[config.mk]
export PLATFORM = sky130hd
export DESIGN_NAME = vit_3by4_dec_bitpack
export DESIGN_NICKNAME = d
export VERILOG_FILES = /design/src/rtl/vit_3by4_dec_types.sv /design/src/rtl/vit_sat_acc.sv /design/src/rtl/vit_3by4_dec_bitpack.sv
export SDC_FILE = /design/constraint.sdc
export NUM_CORES = 1
export LEC_CHECK = 0
export CAP_MARGIN = 20
export CORE_ASPECT_RATIO = 2
export CORE_MARGIN = 10
export CORE_UTILIZATION = 55
export CTS_BUF_LIST = sky130_fd_sc_hd__clkbuf_8
export CTS_CLUSTER_SIZE = 12
export DETAILED_ROUTE_END_ITERATION = 7
export GPL_ROUTABILITY_DRIVEN = 0
export PLACE_DENSITY_LB_ADDON = 0.05
export SYNTH_ARGS = -nofsm -noshare
export SYNTH_HDL_FRONTEND = slang
export SYNTH_SLANG_ARGS = --single-unit
[constraint.sdc]
create_clock -name iclk -period 4.4 [get_ports iclk]
set_input_delay 0.66 -clock iclk [delete_from_list [all_inputs] [get_ports iclk]]
set_output_delay 0.66 -clock iclk [all_outputs]
set_load 0.02 [all_outputs]
[src/rtl/vit_3by4_dec_types.sv]
// Shared types for the 3/4 Viterbi decoder output path.
// The counter/tag typedefs describe the default decoder configuration;
// parameterised blocks derive their own widths locally.
package vit_3by4_dec_types;

   localparam int cSYM_BITS  = 3;
   localparam int cTAG_W     = 4;
   localparam int cERR_CNT_W = 16;
   localparam int cBIT_CNT_W = 16;

   // one trellis decision: three decoded bits, bit0 oldest
   typedef logic [cSYM_BITS-1:0] trel_decision_t;

   // framing flags of an output word
   typedef struct packed {
      logic sop;
      logic val;
      logic eop;
   } boutputs_t;

   typedef logic [cTAG_W-1:0]     tag_t;
   typedef logic [cERR_CNT_W-1:0] errcnt_t;
   typedef logic [cBIT_CNT_W-1:0] bitcnt_t;

endpackage

[src/rtl/vit_sat_acc.sv]
// Generic saturating accumulator with synchronous clear.
// osum_d is the value the register takes on the next enabled edge, so a
// caller can present the total that includes the current addend.
module vit_sat_acc #(
   parameter int pW    = 16,
   parameter int pIN_W = 2
) (
   input  logic             iclk,
   input  logic             ireset_n,
   input  logic             iclkena,
   input  logic             iclr,
   input  logic             iadd_en,
   input  logic [pIN_W-1:0] iadd,
   output logic [pW-1:0]    osum_d,
   output logic [pW-1:0]    osum_q
);

   logic [pW-1:0] sum_q;
   logic [pW:0]   base;
   logic [pW:0]   sum;

   // next sum: optional clear, then add with clamp to all-ones
   always_comb begin
      // NOTE: every combinational output gets a value on every path, otherwise a latch is inferred.
      base   = iclr ? '0 : {1'b0, sum_q};
      sum    = base + (pW+1)'(iadd);
      osum_d = base[pW-1:0];
      if (iadd_en) begin
         osum_d = sum[pW] ? '1 : sum[pW-1:0];
      end
   end

   // accumulator register
   always_ff @(posedge iclk or negedge ireset_n) begin
      if (!ireset_n) begin
         sum_q <= '0;
      end else if (iclkena) begin
         // NOTE: sequential state uses non-blocking assignment so all flops sample the same pre-edge values.
         sum_q <= osum_d;
      end
   end

   assign osum_q = sum_q;

endmodule

[src/rtl/vit_3by4_dec_bitpack.sv]
// Output stage of the 3/4 Viterbi decoder: packs 3-bit decisions LSB-first
// into pDAT_W-bit words, zero-pads the last word of a frame and returns the
// frame decoded-bit / corrected-bit totals with the eop word.
// Optional feature macro: VIT_3BY4_BITPACK_ERRCNT_EN builds the corrected-bit
// accumulator; without it ibiterr is ignored and oerrcnt stays 0.
module vit_3by4_dec_bitpack
   import vit_3by4_dec_types::*;
#(
   parameter int pDAT_W     = 8,
   parameter int pTAG_W     = 4,
   parameter int pERR_CNT_W = 16,
   parameter int pBIT_CNT_W = 16
) (
   input  logic                         iclk,
   input  logic                         ireset_n,
   input  logic                         iclkena,
   input  logic                         isop,
   input  logic                         ival,
   input  logic                         ieop,
   input  logic [pTAG_W-1:0]            itag,
   input  trel_decision_t               idat,
   input  logic [1:0]                   ibiterr,
   output logic                         osop,
   output logic                         oval,
   output logic                         oeop,
   output logic [pTAG_W-1:0]            otag,
   output logic [pDAT_W-1:0]            odat,
   output logic [$clog2(pDAT_W+1)-1:0]  onum,
   output logic [pBIT_CNT_W-1:0]        obitcnt,
   output logic [pERR_CNT_W-1:0]        oerrcnt
);

   localparam int cACC_W = pDAT_W + 2;
   localparam int cCNT_W = $clog2(pDAT_W + 3);
   localparam int cNUM_W = $clog2(pDAT_W + 1);

   typedef logic [cACC_W-1:0] acc_t;
   typedef enum logic {cRUN, cTAIL} state_t;

   // state registers
   state_t                  state_q,     state_d;
   acc_t                    acc_q,       acc_d;
   logic [cCNT_W-1:0]       cnt_q,       cnt_d;
   logic                    in_frame_q,  in_frame_d;
   logic                    first_q,     first_d;
   logic [pTAG_W-1:0]       tag_q,       tag_d;
   logic [pDAT_W-1:0]       tail_q,      tail_d;
   logic [cNUM_W-1:0]       tail_num_q,  tail_num_d;
   logic [pTAG_W-1:0]       tail_tag_q,  tail_tag_d;
   logic                    tail_sop_q,  tail_sop_d;
   logic [pBIT_CNT_W-1:0]   tail_bit_q,  tail_bit_d;
   logic [pERR_CNT_W-1:0]   tail_err_q,  tail_err_d;
   boutputs_t               out_q,       out_d;
   logic [pDAT_W-1:0]       odat_q,      odat_d;
   logic [cNUM_W-1:0]       onum_q,      onum_d;
   logic [pTAG_W-1:0]       otag_q,      otag_d;
   logic [pBIT_CNT_W-1:0]   obitcnt_q,   obitcnt_d;
   logic [pERR_CNT_W-1:0]   oerrcnt_q,   oerrcnt_d;

   // append datapath
   logic                    accept;
   acc_t                    base_acc;
   logic [cCNT_W-1:0]       base_cnt;
   logic                    base_first;
   logic [pTAG_W-1:0]       cur_tag;
   acc_t                    new_acc;
   logic [cCNT_W-1:0]       new_cnt;
   logic                    full;
   acc_t                    rem_acc;
   logic [cCNT_W-1:0]       rem_cnt;

   // frame totals including the current symbol
   logic [pBIT_CNT_W-1:0]   bitcnt_d;
   logic [pBIT_CNT_W-1:0]   bitcnt_q;
   logic [pERR_CNT_W-1:0]   errcnt_d;

   // symbols before the first sop after reset (or after an eop) are dropped
   assign accept = ival & (isop | in_frame_q);

   vit_sat_acc #(
      .pW    (pBIT_CNT_W),
      .pIN_W (2)
   ) u_bitcnt (
      .iclk     (iclk),
      .ireset_n (ireset_n),
      .iclkena  (iclkena),
      .iclr     (accept & isop),
      .iadd_en  (accept),
      .iadd     (2'd3),
      .osum_d   (bitcnt_d),
      .osum_q   (bitcnt_q)
   );

`ifdef VIT_3BY4_BITPACK_ERRCNT_EN
   logic [pERR_CNT_W-1:0] errcnt_q;

   vit_sat_acc #(
      .pW    (pERR_CNT_W),
      .pIN_W (2)
   ) u_errcnt (
      .iclk     (iclk),
      .ireset_n (ireset_n),
      .iclkena  (iclkena),
      .iclr     (accept & isop),
      .iadd_en  (accept),
      .iadd     (ibiterr),
      .osum_d   (errcnt_d),
      .osum_q   (errcnt_q)
   );
`else
   logic unused_biterr;
   assign unused_biterr = ^ibiterr;
   assign errcnt_d      = '0;
`endif

   // packing FSM: next state, accumulator update and output word selection
   always_comb begin
      state_d    = state_q;
      acc_d      = acc_q;
      cnt_d      = cnt_q;
      in_frame_d = in_frame_q;
      first_d    = first_q;
      tag_d      = tag_q;
      tail_d     = tail_q;
      tail_num_d = tail_num_q;
      tail_tag_d = tail_tag_q;
      tail_sop_d = tail_sop_q;
      tail_bit_d = tail_bit_q;
      tail_err_d = tail_err_q;
      out_d      = '0;
      odat_d     = odat_q;
      onum_d     = onum_q;
      otag_d     = otag_q;
      obitcnt_d  = obitcnt_q;
      oerrcnt_d  = oerrcnt_q;

      // sop restarts the frame: stale remainder is discarded
      base_acc   = isop ? '0 : acc_q;
      base_cnt   = isop ? '0 : cnt_q;
      base_first = isop | first_q;
      cur_tag    = isop ? itag : tag_q;
      new_acc    = base_acc | (acc_t'(idat) << base_cnt);
      new_cnt    = base_cnt + cCNT_W'(3);
      full       = (new_cnt >= cCNT_W'(pDAT_W));
      rem_acc    = new_acc >> pDAT_W;
      rem_cnt    = new_cnt - cCNT_W'(pDAT_W);

      // the pending padded word always leaves in the cycle after it was parked
      if (state_q == cTAIL) begin
         state_d   = cRUN;
         out_d.val = 1'b1;
         out_d.sop = tail_sop_q;
         out_d.eop = 1'b1;
         odat_d    = tail_q;
         onum_d    = tail_num_q;
         otag_d    = tail_tag_q;
         obitcnt_d = tail_bit_q;
         oerrcnt_d = tail_err_q;
      end

      if (accept) begin
         first_d = base_first;
         if (isop) begin
            tag_d      = itag;
            in_frame_d = 1'b1;
         end

         if (full) begin
            // a complete word: emit it, keep the 0..2 overflow bits at position 0
            out_d.val = 1'b1;
            out_d.sop = base_first;
            odat_d    = new_acc[pDAT_W-1:0];
            onum_d    = cNUM_W'(pDAT_W);
            otag_d    = cur_tag;
            first_d   = 1'b0;
            acc_d     = rem_acc;
            cnt_d     = rem_cnt;
            if (ieop) begin
               acc_d      = '0;
               cnt_d      = '0;
               in_frame_d = 1'b0;
               if (rem_cnt == '0) begin
                  out_d.eop = 1'b1;
                  obitcnt_d = bitcnt_d;
                  oerrcnt_d = errcnt_d;
               end else begin
                  // overflow bits become a padded word sent next cycle
                  state_d    = cTAIL;
                  tail_d     = rem_acc[pDAT_W-1:0];
                  tail_num_d = cNUM_W'(rem_cnt);
                  tail_tag_d = cur_tag;
                  tail_sop_d = 1'b0;
                  tail_bit_d = bitcnt_d;
                  tail_err_d = errcnt_d;
               end
            end
         end else if (ieop) begin
            // short last word: padded with the zeros already above cnt
            acc_d      = '0;
            cnt_d      = '0;
            in_frame_d = 1'b0;
            first_d    = 1'b0;
            if (state_q == cTAIL) begin
               // output slot is taken by the previous frame's tail; park this word
               state_d    = cTAIL;
               tail_d     = new_acc[pDAT_W-1:0];
               tail_num_d = cNUM_W'(new_cnt);
               tail_tag_d = cur_tag;
               tail_sop_d = base_first;
               tail_bit_d = bitcnt_d;
               tail_err_d = errcnt_d;
            end else begin
               out_d.val = 1'b1;
               out_d.sop = base_first;
               out_d.eop = 1'b1;
               odat_d    = new_acc[pDAT_W-1:0];
               onum_d    = cNUM_W'(new_cnt);
               otag_d    = cur_tag;
               obitcnt_d = bitcnt_d;
               oerrcnt_d = errcnt_d;
            end
         end else begin
            acc_d = new_acc;
            cnt_d = new_cnt;
         end
      end
   end

   // all state registers; reset drops any partial word and the tail
   always_ff @(posedge iclk or negedge ireset_n) begin
      if (!ireset_n) begin
         state_q    <= cRUN;
         acc_q      <= '0;
         cnt_q      <= '0;
         in_frame_q <= 1'b0;
         first_q    <= 1'b0;
         tag_q      <= '0;
         tail_q     <= '0;
         tail_num_q <= '0;
         tail_tag_q <= '0;
         tail_sop_q <= 1'b0;
         tail_bit_q <= '0;
         tail_err_q <= '0;
         out_q      <= '0;
         odat_q     <= '0;
         onum_q     <= '0;
         otag_q     <= '0;
         obitcnt_q  <= '0;
         oerrcnt_q  <= '0;
      end else if (iclkena) begin
         state_q    <= state_d;
         acc_q      <= acc_d;
         cnt_q      <= cnt_d;
         in_frame_q <= in_frame_d;
         first_q    <= first_d;
         tag_q      <= tag_d;
         tail_q     <= tail_d;
         tail_num_q <= tail_num_d;
         tail_tag_q <= tail_tag_d;
         tail_sop_q <= tail_sop_d;
         tail_bit_q <= tail_bit_d;
         tail_err_q <= tail_err_d;
         out_q      <= out_d;
         odat_q     <= odat_d;
         onum_q     <= onum_d;
         otag_q     <= otag_d;
         obitcnt_q  <= obitcnt_d;
         oerrcnt_q  <= oerrcnt_d;
      end
   end

   assign osop    = out_q.sop;
   assign oval    = out_q.val;
   assign oeop    = out_q.eop;
   assign odat    = odat_q;
   assign onum    = onum_q;
   assign otag    = otag_q;
   assign obitcnt = obitcnt_q;
   assign oerrcnt = oerrcnt_q;

endmodule

---- Word level (Yosys, flattened, before mapping) ----
Cells that the tools add are included.
operators by class
  add/sub/neg operators ................... 3
  $lt $le $gt $ge ......................... 1
  eq/ne operators ......................... 1
  shifts and indexed selects .............. 1
  muxes and demuxes ....................... 88
  bitwise gates (word level) .............. 5
  reduce and logical (&&, ||, !) cells .... 6
operators with widths
  operator                 count
  $mux W16                 27
  $mux W4                  25
  $mux W8                  10
  $mux W10                 3
  $add A17 B2 Y17 const B  1
  $mux W1                  17
  $mux W3                  5
  $or A10 B10 Y10          1
  $shl A3 B4 Y10           1
  $reduce_and A5 Y1        1
  $add A4 B2 Y4 const B    1
  $ge A4 B4 Y1 const B     1
  $logic_not A4 Y1         1
  $reduce_bool A2 Y1       2
  $sub A4 B4 Y4 const B    1
  $reduce_and A3 Y1        1
  $and A1 B1 Y1            2
  $mux W2                  1
  $ne A2 B2 Y1 const B     1
  $or A1 B1 Y1             2
  $reduce_and A2 Y1        1
storage, ports and cells
  register bits ........................... 137

---- Depth between registers and ports, before layout ----
Gate-level depths: netlist of the first run.
  depth in word-level cells ............... 11
  depth in mapped cells ................... 11

---- Cells and area by module ----
A second synthesis of the first run with hierarchy kept.
unflattened totals
  cell total of the unflattened synthesis .. 772
  area, all modules ....................... 7044.3 µm²
modules (own cells, without submodules)
  module                times used  cells each  area each (µm²)  seq. area each (µm²)
  vit_3by4_dec_bitpack  1           599         5601.6           2627.5
  vit_sat_acc           1           173         1442.6           400.4

---- Least setup slack after synthesis of the first run ----
OpenSTA, ideal clock, no wires.
  path type ............................... input-to-reg
  start point ............................. input port ival
  end point ............................... register u_bitcnt.sum_q[14] (netlist: u_bitcnt.osum_q[14])
  data arrival time ....................... 2.567 ns
  required time ........................... 4.275 ns
  setup slack ............................. 1.709 ns
  cell stages on the path ................. 9
  path through ............................ buf_4 -> nand2_1 -> clkbuf_1 -> nand2_1 -> ha_1 -> or3_4 -> nor4_1 -> a211oi_1 -> mux2_2
on the way
  cells in the longest elaborated chain, start to end .. 6
RTL lines
  what                    RTL line                    source
  start: declaration      vit_3by4_dec_bitpack.sv:18  input logic ival,
  $and A1 B1 Y1 (*)       vit_3by4_dec_bitpack.sv:78  assign accept = ival & (isop | in_frame_q);
  $and A1 B1 Y1           vit_3by4_dec_bitpack.sv:87  .iclr (accept & isop),
  $mux W16                vit_sat_acc.sv:25           base = iclr ? '0 : {1'b0, sum_q};
  $add A17 B2 Y17         vit_sat_acc.sv:26           sum = base + (pW+1)'(iadd);
  $mux W16                vit_sat_acc.sv:29           osum_d = sum[pW] ? '1 : sum[pW-1:0];
  $mux W16 (*)            vit_sat_acc.sv:28           if (iadd_en) begin
  end signal: assignment  vit_sat_acc.sv:39           sum_q <= osum_d;
  end: declaration        vit_sat_acc.sv:18           logic [pW-1:0] sum_q;
Mark *: on every way between the ends. The rest lies on a longest branch, timed or not.
A chain may end at the register's enable or synchronous reset.

---- Worst setup path in the final report of the first run ----
  start point ............................. input port isop
  end point ............................... register obitcnt_q[14] (netlist: obitcnt[14])
on the way
  cells in the longest elaborated chain, start to end .. 11
  elaborated cells on any way between the ends .. 18
  classes of those cells .................. add/sub (3); order compare (1); mux (10); bitwise (3); reduce/logical (1)
RTL lines
  what                                RTL line                                                  source
  start: declaration                  vit_3by4_dec_bitpack.sv:17                                input logic isop,
  $or A1 B1 Y1                        vit_3by4_dec_bitpack.sv:78
  $and A1 B1 Y1                       vit_3by4_dec_bitpack.sv:78
  $and A1 B1 Y1                       vit_3by4_dec_bitpack.sv:87
  $mux W16                            vit_sat_acc.sv:25
  $add A17 B2 Y17                     vit_sat_acc.sv:26
  $mux W16                            vit_sat_acc.sv:29
  $mux W16                            vit_sat_acc.sv:28
  $mux W16, on equally long branches  vit_3by4_dec_bitpack.sv:203, vit_3by4_dec_bitpack.sv:182
  $mux W16, on equally long branches  vit_3by4_dec_bitpack.sv:197, vit_3by4_dec_bitpack.sv:178
  $mux W16                            vit_3by4_dec_bitpack.sv:168                               if (full) begin
  $mux W16 (*)                        vit_3by4_dec_bitpack.sv:161                               if (accept) begin
  end signal: assignment              vit_3by4_dec_bitpack.sv:267                               obitcnt_q <= obitcnt_d;
  end: declaration                    vit_3by4_dec_bitpack.sv:57                                logic [pBIT_CNT_W-1:0] obitcnt_q, obitcnt_d;
Marked as above.

==> results.py, run 1 <==
metrics = {
    "global_routing": {
        "globalRouteMet1Util_pct": 22.7,
        "grt_remaining_overflow": 0,
        "first_pass_grt_wire_length_microns": 27900,
        "use_met2_pct": 40.4,
        "grtUsageTotal_pct": 22.6,
        "antenna_found_initial": 0,
        "use_met3_pct": 5.33,
        "grt_start_max_net_pins": 68,
        "grt_pass1_vias": 5389,
        "top_usage_layer": "met2",
    },
    "cts": {
        "clock_latency_of_the_later_clocked_register_in_the_worst_skew_pair_ps": 450,
        "clk_root_buffer_cell": "clkbuf_8",
        "cts-root-to-sink-buffers": 2,
        "sinks_on_clock_net": 121,
        "postCtsHoldBufs": 0,
        "cts_inserted_buffers": 17,
        "clkTransAtPathRegs_ps": 80,
        "post_cts.resized_instances": 0,
        "cts.repair_timing.setup_buffer_count": 0,
        "htreeDepth": 4,
        "tritoncts": "done",
    },
    "worst_setup_path": {
        "worst_ep_arrival_time_ps": 3510,
        "r2r_start": "state_q$_DFFE_PN0P_",
        "worst_path_most_repeated_cell": "nand2_1",
        "critical_path.startpoint": "isop",
        "reg2reg_depth": 5,
        "setup.worst_path.end": "obitcnt[14]$_DFFE_PN0P_",
        "r2r_end": "obitcnt[8]$_DFFE_PN0P_",
        "setup.reg_to_reg.worst_slack_ps": 1460,
        "critPathLaunchType": "input pin",
        "end_kind": "flip-flop",
        "cp_cell_sequence": "clkdlybuf4s50_1, buf_4, nand2_1, buf_4, nand2_1, ha_1, nor3_4, a41oi_1, a211oi_1, o211ai_1, nand2_1",
        "critPathSlowestCell": "a211oi_1",
        "cpPeakStageDelay_ps": 690,
        "path_class": "input pin to flip-flop",
        "maximum_fanout_along_the_worst_path": 15,
        "crit_required_ps": 4780,
    },
    "drt": {
        "ant_nets": 0,
        "first_pass_iters": 5,
        "post_drt_via_cell_ratio": 6.26,
        "detailedRoute.firstIterationViolations": 410,
        "avgRoutedWirePerCell_microns": 20.8,
        "post-route-drc-count": 0,
        "via_count": 5206,
        "postRouteWirelength_microns": 17300,
    },
    "timing": {
        "worst_slew_pin_slew_ps": 887,
        "max_clock_freq_mhz": 319,
        "setup_violations": 0,
        "totalNegativeSetupSlack_ps": 0,
        "final_hold_viol_count": 0,
        "period_minus_slack_ps": 3130,
        "post_route_hold_slack_ps": 313,
        "slew_violations": 0,
        "grt_setup_unrepaired": "false",
        "clock_skew_ps": 10.8,
        "timing.final.crit_share_pct": 71.1,
        "max-slew-margin-rel_pct": 40.6,
    },
    "synth": {
        "synth-async-reset-ratio_pct": 100,
        "synth_flop_cell": "dfrtp_1",
        "synth-edff-count": 0,
        "synth.ff_latch_count": 121,
        "synth_warnings": 0,
        "mappedNetlistArea_sq_um": 6000,
        "post_synth_num_cell_types": 80,
        "syn_area_per_cell_sq_um": 9.65,
        "ys_seq_area_share_pct": 50.5,
        "synth_fp_nets": 640,
        "synthCells": 622,
    },
    "status": {
        "outcome": "complete, no violations",
    },
    "finish": {
        "finish.net_count": 700,
        "flow.area_growth_from_synthesis_pct": 18.8,
        "sequential_area_sq_um": 3030,
        "post_route_cells_drive_above_1_share_pct": 12.2,
        "final.fill_count": 893,
        "antenna_diode_count": 0,
        "mostFrequentLayoutCells": "dfrtp_1 (121), nand2_1 (85), clkdlybuf4s50_1 (62), nor2_1 (57), a21oi_1 (48)",
        "final_common_cell": "dfrtp_1",
        "multi_input_comb_area_sq_um": 2760,
    },
    "placed_design": {
        "post-dp-hpwl_microns": 12500,
        "place.port_buffers": 63,
    },
    "power": {
        "ir_drop_mv": 0.397,
        "p_leak_nw": 3.16,
        "cellPowerDensity_nw_per_um2": 490,
    },
    "run": {
        "max_cap_violation_count": 0,
    },
    "floorplanning": {
        "start_util_pct": 56.6,
        "die-width_microns": 93.9,
        "floorplan_die_area_sq_um": 15700,
        "chipHeight_microns": 168,
        "core_area_sq_um": 10600,
        "num_rows": 53,
        "floorplan.io_pins": 66,
    },
    "hold_path": {
        "hold_class": "input pin to async pin",
    },
}
where the power goes:
| part | switching [mW] | internal [mW] | total (mW) |
|---|---|---|---|
| logic | 0.525 | 0.413 | 0.939 |
| registers | 0.189 | 1.33 | 1.52 |
| clock network | 0.506 | 0.534 | 1.04 |
flip-flops by register name, indices dropped and copies added, names as in the netlist, 8 cells and up:
register	count
obitcnt	16
oerrcnt	16
tail_bit_q	16
u_bitcnt.osum_q	16
acc_q	10
odat	8
tail_q	8
cell type report:
| cell class | instances | share of cell area (%) |
|---|---|---|
| tap | 137 | 2.40 |
| inverter | 11 | 0.579 |
| sequential | 121 | 42.5 |
| timing repair buffer | 75 | 10.1 |
| clock inverter | 14 | 2.32 |
| multi-input combinational | 456 | 38.7 |
| clock buffer | 18 | 3.47 |
worst max-delay path: cells and delay by family:
kind                       cells  cell delay (ps)
adders and majority gates      1              280
and+or+nand+nor                4              600
buffers and inverters          3              920
AOI/OAI and AO/OA              3             1060
per-stage QoR:
stage          area, sq um  power, mW  util, %  setup slack [ps]  instances
3_3_place_gp          6720       2.44     63.3               949        800
2_1_floorplan         6000       2.06        -              1710        622
5_1_grt               7130       3.67     67.2              1190        832
4_1_cts               7130       3.51     67.2              1330        832
6_report              7130       3.50     67.2              1270        832
3_5_place_dp          6720       2.48     63.3               891        800
how the worst min path moves through the flow:
| stage | from | to | slack, ps | cells past startpoint |
|---|---|---|---|---|
| floorplan | ireset_n | acc_q[0]$_DFFE_PN0P_ | 360 | 0 |
| global placement | tail_num_q[3]$_DFFE_PN0P_ | onum[3]$_DFFE_PN0P_ | 440 | 2 |
| detailed placement | acc_q[0]$_DFFE_PN0P_ | acc_q[0]$_DFFE_PN0P_ | 460 | 2 |
| CTS | ireset_n | oerrcnt[9]$_DFFE_PN0P_ | 350 | 1 |
| global route | ireset_n | oerrcnt[9]$_DFFE_PN0P_ | 360 | 1 |
| finish | ireset_n | oerrcnt[9]$_DFFE_PN0P_ | 310 | 1 |
logic make-up after synthesis:
kind of cell	after synthesis	synth area share, %
muxes	19	3.54
and+or+nand+nor	227	18.6
DFF	121	50.5
adders and majority gates	3	0.626
buffers and inverters	45	3.54
xor gates and xnor gates	9	1.44
AOI/OAI and AO/OA	198	21.8
per-layer routing:
layer	vias up	share of wire [%]
met5	-	0
met1	2558	35
met4	0	5.4
met3	63	5.5
li1	2371	-
met2	214	54
synthesized netlist by cell type (11+ instances only):
cell / number / share of area [%]
a21oi_1: 48 / 4.0
a22o_1: 11 / 1.6
and3_1: 21 / 2.2
clkbuf_1: 17 / 1.1
dfrtp_1: 121 / 50
mux2_2: 11 / 2.1
nand2_1: 85 / 5.3
nor2_1: 57 / 3.6
o21ai_0: 43 / 3.6
No activity file was read; power rests on OpenSTA's default activity.
==> run 2, diff against run 1 <==
Clock period 4.4 ns to 2.92 ns, I/O delays scaled along.
==> results.py, run 2 (synthesis results as in run 1) <==
metrics = {
    "status": {
        "outcome": "complete, no violations",
    },
    "placed_design": {
        "placed_area_sq_um": 6920,
        "place.detailed.instances": 824,
        "place.port_buffers": 63,
        "post-dp-hpwl_microns": 12700,
    },
    "finish": {
        "final.fill_count": 832,
        "final_cell_count_no_fill": 856,
        "antenna_diode_count": 0,
        "mostFrequentLayoutCells": "dfrtp_1 (121), nand2_1 (85), clkdlybuf4s50_1 (62), nor2_1 (57), a21oi_1 (48)",
        "post-route-cell-area_sq_um": 7330,
        "finish.net_count": 724,
        "final_common_cell": "dfrtp_1",
        "flow.area_growth_from_synthesis_pct": 22.1,
        "post_route_cells_drive_above_1_share_pct": 15.2,
    },
    "cts": {
        "post_cts.resized_instances": 0,
        "clock_latency_of_the_later_clocked_register_in_the_worst_skew_pair_ps": 450,
        "sinks_on_clock_net": 121,
        "cts.repair_timing.setup_buffer_count": 0,
        "tritoncts": "done",
        "cts_inserted_buffers": 17,
        "clk_root_buffer_cell": "clkbuf_8",
        "cts-root-to-sink-buffers": 2,
        "clkTransAtPathRegs_ps": 80,
        "htreeDepth": 4,
        "postCtsHoldBufs": 0,
    },
    "worst_setup_path": {
        "reg2reg_depth": 8,
        "crit_required_ps": 3250,
        "end_kind": "flip-flop",
        "maximum_fanout_along_the_worst_path": 7,
        "worst_ep_arrival_time_ps": 2870,
        "path_class": "input pin to flip-flop",
        "setup.reg_to_reg.worst_slack_ps": 440,
        "critPathLaunchType": "input pin",
        "r2r_start": "cnt_q[0]$_DFFE_PN0P_",
        "r2r_end": "obitcnt[9]$_DFFE_PN0P_",
    },
    "timing": {
        "grt_setup_unrepaired": "false",
        "slew_violations": 0,
        "final_hold_viol_count": 0,
        "max_clock_freq_mhz": 394,
        "period_minus_slack_ps": 2540,
        "worst_slew_pin_slew_ps": 867,
        "timing.final.crit_share_pct": 87.0,
        "clock_skew_ps": 13.3,
        "max-slew-margin-rel_pct": 41.8,
        "setup_violations": 0,
    },
    "global_routing": {
        "grtUsageTotal_pct": 23.0,
        "first_pass_grt_wire_length_microns": 28400,
        "grt_remaining_overflow": 0,
        "grt_pass1_vias": 5366,
        "antenna_found_initial": 0,
        "grt_start_max_net_pins": 56,
    },
    "drt": {
        "detailedRoute.firstIterationViolations": 521,
        "post_drt_via_cell_ratio": 6.14,
        "ant_nets": 0,
        "postRouteWirelength_microns": 17400,
        "first_pass_iters": 5,
        "avgRoutedWirePerCell_microns": 20.3,
        "post-route-drc-count": 0,
        "via_count": 5257,
    },
    "hold_path": {
        "hold_class": "input pin to async pin",
    },
    "run": {
        "max_cap_violation_count": 0,
    },
    "floorplanning": {
        "floorplan_die_area_sq_um": 15700,
        "chipHeight_microns": 168,
        "floorplan.io_pins": 66,
        "num_rows": 53,
        "core_area_sq_um": 10600,
        "start_util_pct": 56.6,
        "die-width_microns": 93.9,
    },
    "power": {
        "power_mw": 5.29,
        "cellPowerDensity_nw_per_um2": 721,
        "ir_drop_mv": 0.656,
        "p_leak_nw": 3.28,
    },
}
## run 2: cell count changes in the layout (fill, tap and decap cells not counted), sizes merged
cell,delta
clkbuf,-1
buf,+24
clkinvlp,+1
## run 2: final cells by class
cell class	count	area, sq um	share of cell area (%)
clock buffers	17	234	3.19
clock inverters	15	169	2.31
inverters	11	41.3	0.564
multi-input cells	456	2760	37.7
flip-flops and latches	121	3030	41.3
well taps	137	171	2.34
repair buffers	99	923	12.6
## run 2: how the worst max path moves through the flow
stage,endpoint,depth (start not counted),slack [ps],from
5_1_grt,obitcnt[15]$_DFFE_PN0P_,8,220,isop
3_3_place_gp,obitcnt[9]$_DFFE_PN0P_,10,30,isop
2_1_floorplan,u_bitcnt.osum_q[14]$_DFFE_PN0P_,9,450,ival
4_1_cts,obitcnt[9]$_DFFE_PN0P_,9,420,isop
6_report,obitcnt[9]$_DFFE_PN0P_,9,380,isop
3_5_place_dp,obitcnt[9]$_DFFE_PN0P_,10,-30,isop
## run 2: per-stage QoR
stage               hold WS (ps)  setup slack (ps)  TNS (ps)  util [%]
floorplan                    142               451         0         -
finish                      45.0               380         0      69.1
global placement             446              27.2         0      65.3
CTS                         66.0               421         0      69.1
detailed placement           446             -32.3     -77.1      65.3
global route                75.2               216         0      69.1
## run 2: report_power, final
group / leakage, nW / internal (mW) / switching (mW) / total, mW
sequential: 1.56 / 2.00 / 0.278 / 2.28
clock: 0.201 / 0.778 / 0.761 / 1.54
combinational: 1.51 / 0.656 / 0.809 / 1.47
## run 2: worst max-delay path, cell delays in order
cell and delay, ps:
clkdlybuf4s50_1 530, nand2b_1 240, ha_1 230, xor2_1 280
nand3_1 200, a21oi_4 260, o21ai_1 230, a22o_1 260
a31o_1 190
## run 2: metal layers
metal / routed length [microns] / global-route usage, %
met5: 0 / 0
met3: 833 / 5.33
met2: 9400 / 40.4
met1: 6200 / 23.6
met4: 951 / 13.9
